--- src/rtl/bike_div_pkg.sv ---
// ============================================================================
// Module : bike_div_pkg
// Brief  : Shared types and constants for the divider arbiter slice.
// Rev    : 1.0
// ============================================================================
`default_nettype none

package bike_div_pkg;

  localparam int DEF_WIDTH = 16;

  // Quotient reported when a division by zero is short-circuited.
  localparam logic [DEF_WIDTH-1:0] DIV_SAT = '1;

  typedef enum logic [2:0] {
    IDLE       = 3'd0,
    ISSUE      = 3'd1,
    WAIT_BUSY  = 3'd2,
    WAIT_READY = 3'd3,
    DELIVER    = 3'd4
  } state_t;

endpackage

`default_nettype wire

--- src/rtl/div_arbiter_if.sv ---
// ============================================================================
// Module : div_arbiter_if
// Brief  : Requester bus and divider handshake bundle for div_arbiter.
// Rev    : 1.0
// ============================================================================
`default_nettype none

interface div_arbiter_if
  import bike_div_pkg::*;
#(
  parameter int WIDTH   = DEF_WIDTH,
  parameter int NUM_REQ = 3,
  parameter int SEL_W   = 2
);

  logic [NUM_REQ-1:0]       req_valid;
  logic [NUM_REQ*WIDTH-1:0] req_dividend;
  logic [NUM_REQ*WIDTH-1:0] req_divisor;
  logic [NUM_REQ-1:0]       resp_valid;
  logic [WIDTH-1:0]         resp_result;
  logic                     div_start;
  logic [WIDTH-1:0]         div_dividend;
  logic [WIDTH-1:0]         div_divisor;
  logic [SEL_W-1:0]         div_select;
  logic                     div_busy;
  logic                     div_ready;
  logic [WIDTH-1:0]         div_result;
  logic                     arb_busy;

  // Arbiter side.
  modport master (
    input  req_valid, req_dividend, req_divisor, div_busy, div_ready, div_result,
    output resp_valid, resp_result, div_start, div_dividend, div_divisor,
           div_select, arb_busy
  );

  // Requesters plus divider side.
  modport slave (
    output req_valid, req_dividend, req_divisor, div_busy, div_ready, div_result,
    input  resp_valid, resp_result, div_start, div_dividend, div_divisor,
           div_select, arb_busy
  );

endinterface

`default_nettype wire

--- src/rtl/div_arbiter_rr_pick.sv ---
// ============================================================================
// Module : rr_pick
// Brief  : Combinational round-robin picker: first set request at or after ptr.
// Rev    : 1.0
// ============================================================================
`default_nettype none

module rr_pick
  import bike_div_pkg::*;
#(
  parameter int NUM_REQ = 3,
  parameter int SEL_W   = 2
) (
  input  logic [NUM_REQ-1:0] req,
  input  logic [SEL_W-1:0]   ptr,
  output logic [SEL_W-1:0]   grant,
  output logic               any_req
);

  int w_best;
  int w_dist;

  // Smallest circular distance from ptr wins.
  always_comb begin
    grant   = '0;
    w_best  = NUM_REQ;
    w_dist  = 0;
    for (int i = 0; i < NUM_REQ; i++) begin
      if (req[i]) begin
        w_dist = (i >= int'(ptr)) ? (i - int'(ptr)) : (i + NUM_REQ - int'(ptr));
        if (w_dist < w_best) begin
          w_best = w_dist;
          grant  = SEL_W'(i);
        end
      end
    end
    any_req = |req;
  end

endmodule

`default_nettype wire

--- src/rtl/div_arbiter.sv ---
// ============================================================================
// Module : div_arbiter
// Brief  : Round-robin sharing of one sequential divider among NUM_REQ users.
//          Optional: DIV_ZERO_BYPASS_EN answers zero divisors with all ones
//          without starting the divider.
// Rev    : 1.0
// ============================================================================
`default_nettype none

module div_arbiter
  import bike_div_pkg::*;
#(
  parameter int WIDTH   = DEF_WIDTH,
  parameter int NUM_REQ = 3,
  parameter int SEL_W   = 2
) (
  input  logic          clk,
  input  logic          rst_n,
  div_arbiter_if.master bus
);

  localparam logic [SEL_W-1:0] c_last = SEL_W'(NUM_REQ - 1);

  state_t             r_state, w_state_nxt;
  logic [SEL_W-1:0]   r_ptr, w_ptr_nxt;
  logic [WIDTH-1:0]   r_dividend, w_dividend_nxt;
  logic [WIDTH-1:0]   r_divisor, w_divisor_nxt;
  logic [SEL_W-1:0]   r_select, w_select_nxt;
  logic [WIDTH-1:0]   r_result, w_result_nxt;
  logic [NUM_REQ-1:0] r_resp_valid, w_resp_valid_nxt;
  logic               r_start, w_start_nxt;

  logic [SEL_W-1:0]   w_grant;
  logic               w_any;
  logic [NUM_REQ-1:0] w_onehot;
  logic               w_bypass;

  rr_pick #(
    .NUM_REQ (NUM_REQ),
    .SEL_W   (SEL_W)
  ) u_rr_pick (
    .req     (bus.req_valid),
    .ptr     (r_ptr),
    .grant   (w_grant),
    .any_req (w_any)
  );

  assign w_onehot = NUM_REQ'(1) << r_select;

`ifdef DIV_ZERO_BYPASS_EN
  assign w_bypass = (r_divisor == '0);
`else
  assign w_bypass = 1'b0;
`endif

  always_comb begin
    w_state_nxt      = r_state;
    w_ptr_nxt        = r_ptr;
    w_dividend_nxt   = r_dividend;
    w_divisor_nxt    = r_divisor;
    w_select_nxt     = r_select;
    w_result_nxt     = r_result;
    w_resp_valid_nxt = '0;
    w_start_nxt      = 1'b0;
    case (r_state)
      IDLE: begin
        if (w_any) begin
          w_dividend_nxt = bus.req_dividend[int'(w_grant)*WIDTH +: WIDTH];
          w_divisor_nxt  = bus.req_divisor[int'(w_grant)*WIDTH +: WIDTH];
          w_select_nxt   = w_grant;
          w_ptr_nxt      = (w_grant == c_last) ? '0 : (w_grant + 1'b1);
          w_state_nxt    = ISSUE;
        end
      end
      ISSUE: begin
        if (w_bypass) begin
          w_result_nxt     = {WIDTH{1'b1}};
          w_resp_valid_nxt = w_onehot;
          w_state_nxt      = DELIVER;
        end else if (!bus.div_busy) begin
          w_start_nxt = 1'b1;
          w_state_nxt = WAIT_BUSY;
        end
      end
      // A ready seen together with busy here is deliberately ignored.
      WAIT_BUSY: begin
        if (bus.div_busy) begin
          w_state_nxt = WAIT_READY;
        end
      end
      WAIT_READY: begin
        if (bus.div_ready) begin
          w_result_nxt     = bus.div_result;
          w_resp_valid_nxt = w_onehot;
          w_state_nxt      = DELIVER;
        end
      end
      DELIVER: begin
        w_state_nxt = IDLE;
      end
      default: begin
        w_state_nxt = IDLE;
      end
    endcase
  end

  always_ff @(posedge clk or negedge rst_n) begin
    if (!rst_n) begin
      r_state      <= IDLE;
      r_ptr        <= '0;
      r_dividend   <= '0;
      r_divisor    <= '0;
      r_select     <= '0;
      r_result     <= '0;
      r_resp_valid <= '0;
      r_start      <= 1'b0;
    end else begin
      r_state      <= w_state_nxt;
      r_ptr        <= w_ptr_nxt;
      r_dividend   <= w_dividend_nxt;
      r_divisor    <= w_divisor_nxt;
      r_select     <= w_select_nxt;
      r_result     <= w_result_nxt;
      r_resp_valid <= w_resp_valid_nxt;
      r_start      <= w_start_nxt;
    end
  end

  assign bus.resp_valid   = r_resp_valid;
  assign bus.resp_result  = r_result;
  assign bus.div_start    = r_start;
  assign bus.div_dividend = r_dividend;
  assign bus.div_divisor  = r_divisor;
  assign bus.div_select   = r_select;
  assign bus.arb_busy     = (r_state != IDLE);

endmodule

`default_nettype wire

--- src/flat_wrapper.sv ---
// flat-port wrapper written by rule: the top's interface ports become plain ports
module div_arbiter_flat import bike_div_pkg::*;
#(
  parameter int WIDTH   = DEF_WIDTH,
  parameter int NUM_REQ = 3,
  parameter int SEL_W   = 2
)
  (clk, rst_n, bus_req_valid, bus_req_dividend, bus_req_divisor, bus_div_busy, bus_div_ready, bus_div_result, bus_resp_valid, bus_resp_result, bus_div_start, bus_div_dividend, bus_div_divisor, bus_div_select, bus_arb_busy);
  div_arbiter_if #(.WIDTH(WIDTH), .NUM_REQ(NUM_REQ), .SEL_W(SEL_W)) bus_i ();
  input  logic clk;
  input  logic rst_n;
  input wire logic [$bits(bus_i.req_valid)-1:0] bus_req_valid;
  input wire logic [$bits(bus_i.req_dividend)-1:0] bus_req_dividend;
  input wire logic [$bits(bus_i.req_divisor)-1:0] bus_req_divisor;
  input wire logic [$bits(bus_i.div_busy)-1:0] bus_div_busy;
  input wire logic [$bits(bus_i.div_ready)-1:0] bus_div_ready;
  input wire logic [$bits(bus_i.div_result)-1:0] bus_div_result;
  output wire logic [$bits(bus_i.resp_valid)-1:0] bus_resp_valid;
  output wire logic [$bits(bus_i.resp_result)-1:0] bus_resp_result;
  output wire logic [$bits(bus_i.div_start)-1:0] bus_div_start;
  output wire logic [$bits(bus_i.div_dividend)-1:0] bus_div_dividend;
  output wire logic [$bits(bus_i.div_divisor)-1:0] bus_div_divisor;
  output wire logic [$bits(bus_i.div_select)-1:0] bus_div_select;
  output wire logic [$bits(bus_i.arb_busy)-1:0] bus_arb_busy;
  assign bus_i.req_valid = bus_req_valid;
  assign bus_i.req_dividend = bus_req_dividend;
  assign bus_i.req_divisor = bus_req_divisor;
  assign bus_i.div_busy = bus_div_busy;
  assign bus_i.div_ready = bus_div_ready;
  assign bus_i.div_result = bus_div_result;
  assign bus_resp_valid = bus_i.resp_valid;
  assign bus_resp_result = bus_i.resp_result;
  assign bus_div_start = bus_i.div_start;
  assign bus_div_dividend = bus_i.div_dividend;
  assign bus_div_divisor = bus_i.div_divisor;
  assign bus_div_select = bus_i.div_select;
  assign bus_arb_busy = bus_i.arb_busy;
  div_arbiter #(.WIDTH(WIDTH), .NUM_REQ(NUM_REQ), .SEL_W(SEL_W)) u_core (.clk(clk), .rst_n(rst_n), .bus(bus_i));
endmodule
--- config.mk ---
export PLATFORM = sky130hd
export DESIGN_NAME = div_arbiter_flat
export DESIGN_NICKNAME = d
export VERILOG_FILES = /design/src/rtl/bike_div_pkg.sv /design/src/rtl/div_arbiter_if.sv /design/src/rtl/div_arbiter_rr_pick.sv /design/src/rtl/div_arbiter.sv /design/src/flat_wrapper.sv
export SDC_FILE = /design/constraint.sdc
export NUM_CORES = 1
export LEC_CHECK = 0
export ABC_AREA = 0
export CAP_MARGIN = 25
export CELL_PAD_IN_SITES_DETAIL_PLACEMENT = 1
export CELL_PAD_IN_SITES_GLOBAL_PLACEMENT = 2
export CORE_MARGIN = 3
export CORE_UTILIZATION = 24
export CTS_BUF_LIST = sky130_fd_sc_hd__clkbuf_4 sky130_fd_sc_hd__clkbuf_8
export CTS_CLUSTER_SIZE = 40
export DETAILED_ROUTE_END_ITERATION = 8
export PLACE_DENSITY = 0.88
export SLEW_MARGIN = 10
export SYNTH_ARGS = -nofsm -noshare
export SYNTH_HDL_FRONTEND = slang
export SYNTH_SLANG_ARGS = --single-unit
--- constraint.sdc ---
create_clock -name clk -period 10.45 [get_ports clk]
set_input_delay 1.045 -clock clk [delete_from_list [all_inputs] [get_ports clk]]
set_output_delay 1.045 -clock clk [all_outputs]
set_load 0.01 [all_outputs]
* Word-level counts from Yosys, hierarchy flattened
Index checks and enable logic that the tools add are counted.
** Operators by class
- $add $sub $neg :: 7
- Magnitude comparators :: 6
- Eq/ne operators :: 8
- Shift-type cells :: 3
- Multiplexer cells :: 21
- Reduce and logical (&&, ||, !) cells :: 6
** Operator list (count)
- 32-bit two-way mux :: 7
- 48-bit by 7-bit variable part select with 16-bit output :: 2
- 32-bit < comparator :: 2
- 32-bit by 3-bit < comparator with 1-bit output (second input constant) :: 1
- 3-bit two-way mux :: 6
- 3-bit one-hot mux with 4 select lines :: 1
- 2-bit != test (second input constant) :: 4
- 3-bit by 2-bit subtractor with 4-bit output (first input constant) :: 2
- 3-bit by 2-bit equality test with 1-bit output (second input constant) :: 2
- 2-bit two-way mux :: 3
- 1-bit by 2-bit subtractor with 3-bit output (first input constant) :: 2
- 2-bit by 2-bit subtractor with 3-bit output (first input constant) :: 2
- 1-bit by 2-bit >= comparator with 1-bit output (first input constant) :: 2
- 1-bit two-way mux :: 4
- 2-bit AND reduction :: 2
- 4-bit AND reduction :: 1
- 3-bit by 1-bit equality test with 1-bit output (second input constant) :: 1
- 3-bit zero test :: 1
- 3-bit nonzero test :: 1
- 3-bit OR reduction :: 1
- 1-bit by 2-bit << shifter with 3-bit output (first input constant) :: 1
- 2-bit by 1-bit adder with 2-bit output (second input constant) :: 1
- 2-bit equality test (second input constant) :: 1
- 2-bit >= comparator (first input constant) :: 1
** Storage, ports and cells
- Flip-flop bits (word level) :: 59
- Input port bits :: 119
- Output and inout bits :: 55
- Word-level logic and storage cells :: 59

* Logic depth before layout (Yosys ltp)
- Word-level depth :: 13
- Mapped depth :: 19
- Depth with buffers taken out :: 15

* Cells and area by module
From an unflattened synthesis, not the netlist that was laid out.
** Unflattened totals
- Cells, all modules :: 325
- Area, all modules :: 3293.2 um^2
** Modules (own cells, without submodules)
- div_arbiter :: instances 1, cells an instance 286, area an instance 2985.4 um^2, seq. area each 1476.4 um^2
- rr_pick :: instances 1, cells an instance 39, area an instance 307.8 um^2, seq. area each 0.0 um^2

* Least setup slack after synthesis
No wires, ideal clock.
- Path type :: input-to-reg
- From :: input port bus_req_valid[0]
- To :: register u_core.r_dividend[11], in the netlist u_core.bus.div_dividend[11]
- Library setup time :: 104 ps
- Arrival time :: 3641 ps
- Data required time :: 10346 ps
- Slack :: 6706 ps
- Stages on the path :: 16
- Path through :: nor2b_1 -> ha_1 -> o21ai_0 -> a21boi_0 -> buf_4 -> buf_2 -> nor2_1 -> a21o_1 -> ha_1 -> a211o_1 -> o21ai_0 -> nand2_1 -> o21a_1 -> buf_6 -> buf_6 -> a221oi_1
** Between the ends
- Cells in the longest elaborated chain, start to end :: 8
- Elaborated cells on any way between the ends :: 12
- Classes of those cells :: order compare (2); shift (1); mux (7); reduce/logical (2)
** Ends and longest elaborated chain
- start, declared :: line flat_wrapper.sv:12 : input wire logic [$bits(bus_i.req_valid)-1:0] bus_req_valid;
- 32-bit two-way mux :: line div_arbiter_rr_pick.sv:29 : if (req[i]) begin
- 32-bit < comparator :: line div_arbiter_rr_pick.sv:31 : if (w_dist < w_best) begin
- 32-bit two-way mux :: line div_arbiter_rr_pick.sv:31
- 32-bit two-way mux :: line div_arbiter_rr_pick.sv:29
- 32-bit < comparator :: line div_arbiter_rr_pick.sv:31
- 2-bit two-way mux :: line div_arbiter_rr_pick.sv:31
- 2-bit two-way mux :: line div_arbiter_rr_pick.sv:29
- 48-bit by 7-bit variable part select with 16-bit output :: line div_arbiter.sv:68 : w_dividend_nxt = bus.req_dividend[int'(w_grant)*WIDTH +: WIDTH];
- end signal, assigned :: line div_arbiter.sv:120 : r_dividend <= w_dividend_nxt;
- end, declared :: line div_arbiter.sv:26 : logic [WIDTH-1:0] r_dividend, w_dividend_nxt;
Parallel ways exist; a longest one is shown, timed or not.
A chain may end at the register's enable or synchronous reset.

* Final worst setup path
- From :: input port bus_req_valid[0]
- To :: register u_core.r_dividend[4], in the netlist u_core.bus.div_dividend[4]
Same word-level chain as after synthesis.

==> impl_metrics.csv <==
group,metric,value,unit
drt,vias,2900,
drt,ant_nets,0,
yosys,synth-main-ff-cell,"dfrtp_1",
die,die-width,119,um
setup_path,max_stage_delay,0.48,ns
clock_tree,clkLatencyLatePin,0.34,ns
yosys,syn_nets,446,
final_layout,drive_gt1_share,5.48,%
setup_path,crit_slowest_cell,"buf_4",
final_layout,finalNetCount,617,
final_layout,fill_cells,1412,
final_layout,seq_area,1480,um^2
placement,gp_congestion,0.831,
final_layout,syn_to_final_growth,67.2,%
clock_tree,cts_made_buffers,9,
drt,drt_iter0_markers,55,
die,core-area,12300,um^2
global_routing,grt_pass1_vias,3323,
timing,hold_violations,0,
drt,wl,10700,um
worst_hold_path,hold_class,"reg2reg",
die,dieArea,14200,um^2
setup_path,cp_top_family,"compound AO/OA/AOI/OAI gates",
final_layout,finish.utilization,41.9,%
pwr,power.leakage,2.40,nW
pwr,p_switching,0.521,mW
timing,period_share,45.1,%
global_routing,grt_first_pass_wirelength,17000,um
die,die_y,119,um
clock_tree,cts_hold_buf,0,
clock_tree,clk_pin_slew,0.07,ns
clock_tree,htree_levels,3,
placement,place_hpwl,8260,um
pwr,p_sw_share,38.7,%
pwr,intPower,0.826,mW
final_layout,antenna_cells,0,
pwr,clkPwrFrac,15.7,%
yosys,ys_seq_area_share,48.0,%
setup_path,path_buf_inv,3,
final_layout,final_common_cell,"clkdlybuf4s50_1",
yosys,synth.distinct_cells,38,
pwr,ir_drop,0.104,mV
pwr,power_frac_seq,30.0,%
timing,max_freq,212,MHz
setup_path,path_cells,"clkdlybuf4s50_1, nor2b_1, ha_1, o21ai_0, a21boi_4, buf_4, nor2_1, a21o_1, ha_1, a211o_1, o21ai_0, nand2_1, o21a_1, buf_4, a221oi_1",
drt,vias_per_cell,4.39,
clock_tree,root_buffer,"clkbuf_8",
setup_path,crit_path_end_kind,"register",
clock_tree,cts.sinks,59,
yosys,async_flop_share,100,%
setup_path,worstSetupPathType,"in2reg",
drt,drt_first_pass_iters,4,
setup_path,cp-start-kind,"primary input",
setup_path,cp.arrival,4.94,ns
clock_tree,cts_tree,"done",
timing,fin_skew,0.00553,ns
timing,fin_setup_tns,0,ns
drt,drc,0,
global_routing,grt_usage,15.2,%
final_layout,multi_input_area,1350,um^2
pwr,p_per_area,262,nW/um^2
yosys,syn_avg_cell_area,9.70,um^2
worst_hold_path,min-delay-start,"u_core.bus.resp_result[11]",
clock_tree,cts_buffer_depth,2,
pwr,combPwrFrac,54.3,%
yosys,yosysWarnings,0,
setup_path,cp_max_fo,36,
setup_path,cp.required,10.68,ns
setup_path,r2r-start,"u_core.r_ptr[1]",
yosys,synth_area,3080,um^2
timing,slew_viol_final,0,
timing,setup_viol,0,
clock_tree,cts_setup_buffers,0,
die,row_count,40,
timing,tightest_slew,0.832,ns
timing,fin_crit,4.71,ns
die,ioPinCount,174,
clock_tree,cts_resized,0,
job,max_cap_viol_count,0,
timing,rsz0062_at_grt,"no",
yosys,synth_edf_count,0,
setup_path,startpoint,"bus_req_valid[0]",
die,start_util,25.1,%
timing,max-slew-margin-rel,44.2,%
global_routing,grt_max_degree,60,
placement,port_buffers,173,
drt,post_drt_wl_per_cell,16.2,um
global_routing,grt_antenna_before_repair,0,
global_routing,grt_overflow,0,
run_status,status,"completed",
final_layout,layout_common_cells,"clkdlybuf4s50_1 (172), dfrtp_1 (59), nand2_1 (50), inv_1 (38), nor2_1 (38)",
yosys,ys_ff_latch,59,
yosys,syn_inst,317,
power by group through the flow:
stage	Sequential [mW]	Combinational (mW)	Clock, mW
6_report	0.404	0.731	0.212
5_1_grt	0.419	0.808	0.231
4_1_cts	0.405	0.748	0.218
3_5_place_dp	0.407	0.745	0
3_3_place_gp	0.404	0.718	0
2_1_floorplan	0.439	0.374	0
metal layers:
layer / vias up / share of wire (%) / global-route usage [%]
met1: 1385 / 39 / 16.7
met2: 84 / 53 / 27.8
met5: - / 0 / 0
li1: 1419 / - / -
met3: 12 / 5.8 / 3.94
met4: 0 / 1.5 / 5.43
registers in the layout, summed over array words and instances (netlist names):
name and flops:
u_core.bus.div_start 1, u_core.bus.resp_result 16, u_core.bus.div_divisor 16, u_core.bus.div_dividend 16, u_core.r_ptr 2, u_core.bus.div_select 2
u_core.r_state 3, u_core.bus.resp_valid 3
cell families after synthesis:
| group | after synthesis | share of synthesized area [%] |
|---|---|---|
| and+or+nand+nor | 109 | 15.2 |
| DFF | 59 | 48.0 |
| buffers and inverters | 57 | 8.62 |
| AOI/OAI and AO/OA | 49 | 13.4 |
| muxes | 33 | 10.7 |
| adders and majority gates | 10 | 4.07 |
cell type report:
class	count	area share, %
Tap cell	168	4.09
Inverter	39	2.85
Timing Repair Buffer	178	34.3
Sequential cell	59	28.7
Clock buffer	11	2.82
Clock inverter	5	1.02
Multi-Input combinational cell	201	26.2
worst min-delay path: cells and delay by family, from the launching register on:
family / cells / cell delay [ns]
DFF: 1 / 0.35
and+or+nand+nor: 2 / 0.10
synth_stat cells, types with 2 or more instances:
master | count | area (um^2)
buf_4 | 2 | 15.0
inv_1 | 38 | 143
buf_2 | 5 | 25.0
a21o_1 | 3 | 22.5
clkbuf_1 | 4 | 15.0
a21oi_1 | 2 | 10.0
nand3_1 | 3 | 15.0
nor3b_1 | 2 | 15.0
nand2b_1 | 3 | 18.8
mux2i_1 | 33 | 330
a22o_1 | 3 | 26.3
nor2b_1 | 3 | 18.8
buf_6 | 4 | 45.0
o21ai_0 | 2 | 10.0
dfrtp_1 | 59 | 1480
nand2_1 | 50 | 188
nor2_1 | 39 | 146
clkbuf_4 | 2 | 15.0
ha_1 | 10 | 125
nor3_1 | 3 | 15.0
a221oi_1 | 30 | 263
per-stage QoR:
| step | instance area, um^2 | total power, mW | setup slack (ns) | std cells | hold slack (ns) |
|---|---|---|---|---|---|
| after floorplan | 3080 | 0.813 | 6.71 | 317 | 0.453 |
| after global placement | 4940 | 1.12 | 5.57 | 645 | 0.458 |
| after detailed placement | 4940 | 1.15 | 5.34 | 645 | 0.466 |
| after CTS | 5140 | 1.37 | 5.75 | 661 | 0.485 |
| after global routing | 5140 | 1.46 | 5.46 | 661 | 0.513 |
| final | 5140 | 1.35 | 5.74 | 661 | 0.479 |
path summary, 6_finish.rpt:
path / to / slack (ns) / depth (start not counted)
max in group asynchronous: u_core.bus.div_divisor[8] / 9.09 / 2
worst min register to register: u_core.bus.resp_result[11] / 0.48 / 2
worst max-delay path: u_core.bus.div_dividend[4] / 5.74 / 15
worst min-delay path: u_core.bus.resp_result[11] / 0.48 / 2
worst max register to register: u_core.bus.div_dividend[4] / 6.13 / 17
min in group asynchronous: u_core.bus.resp_result[1] / 0.86 / 2
Note: power is estimated with default switching activity, not from simulation.
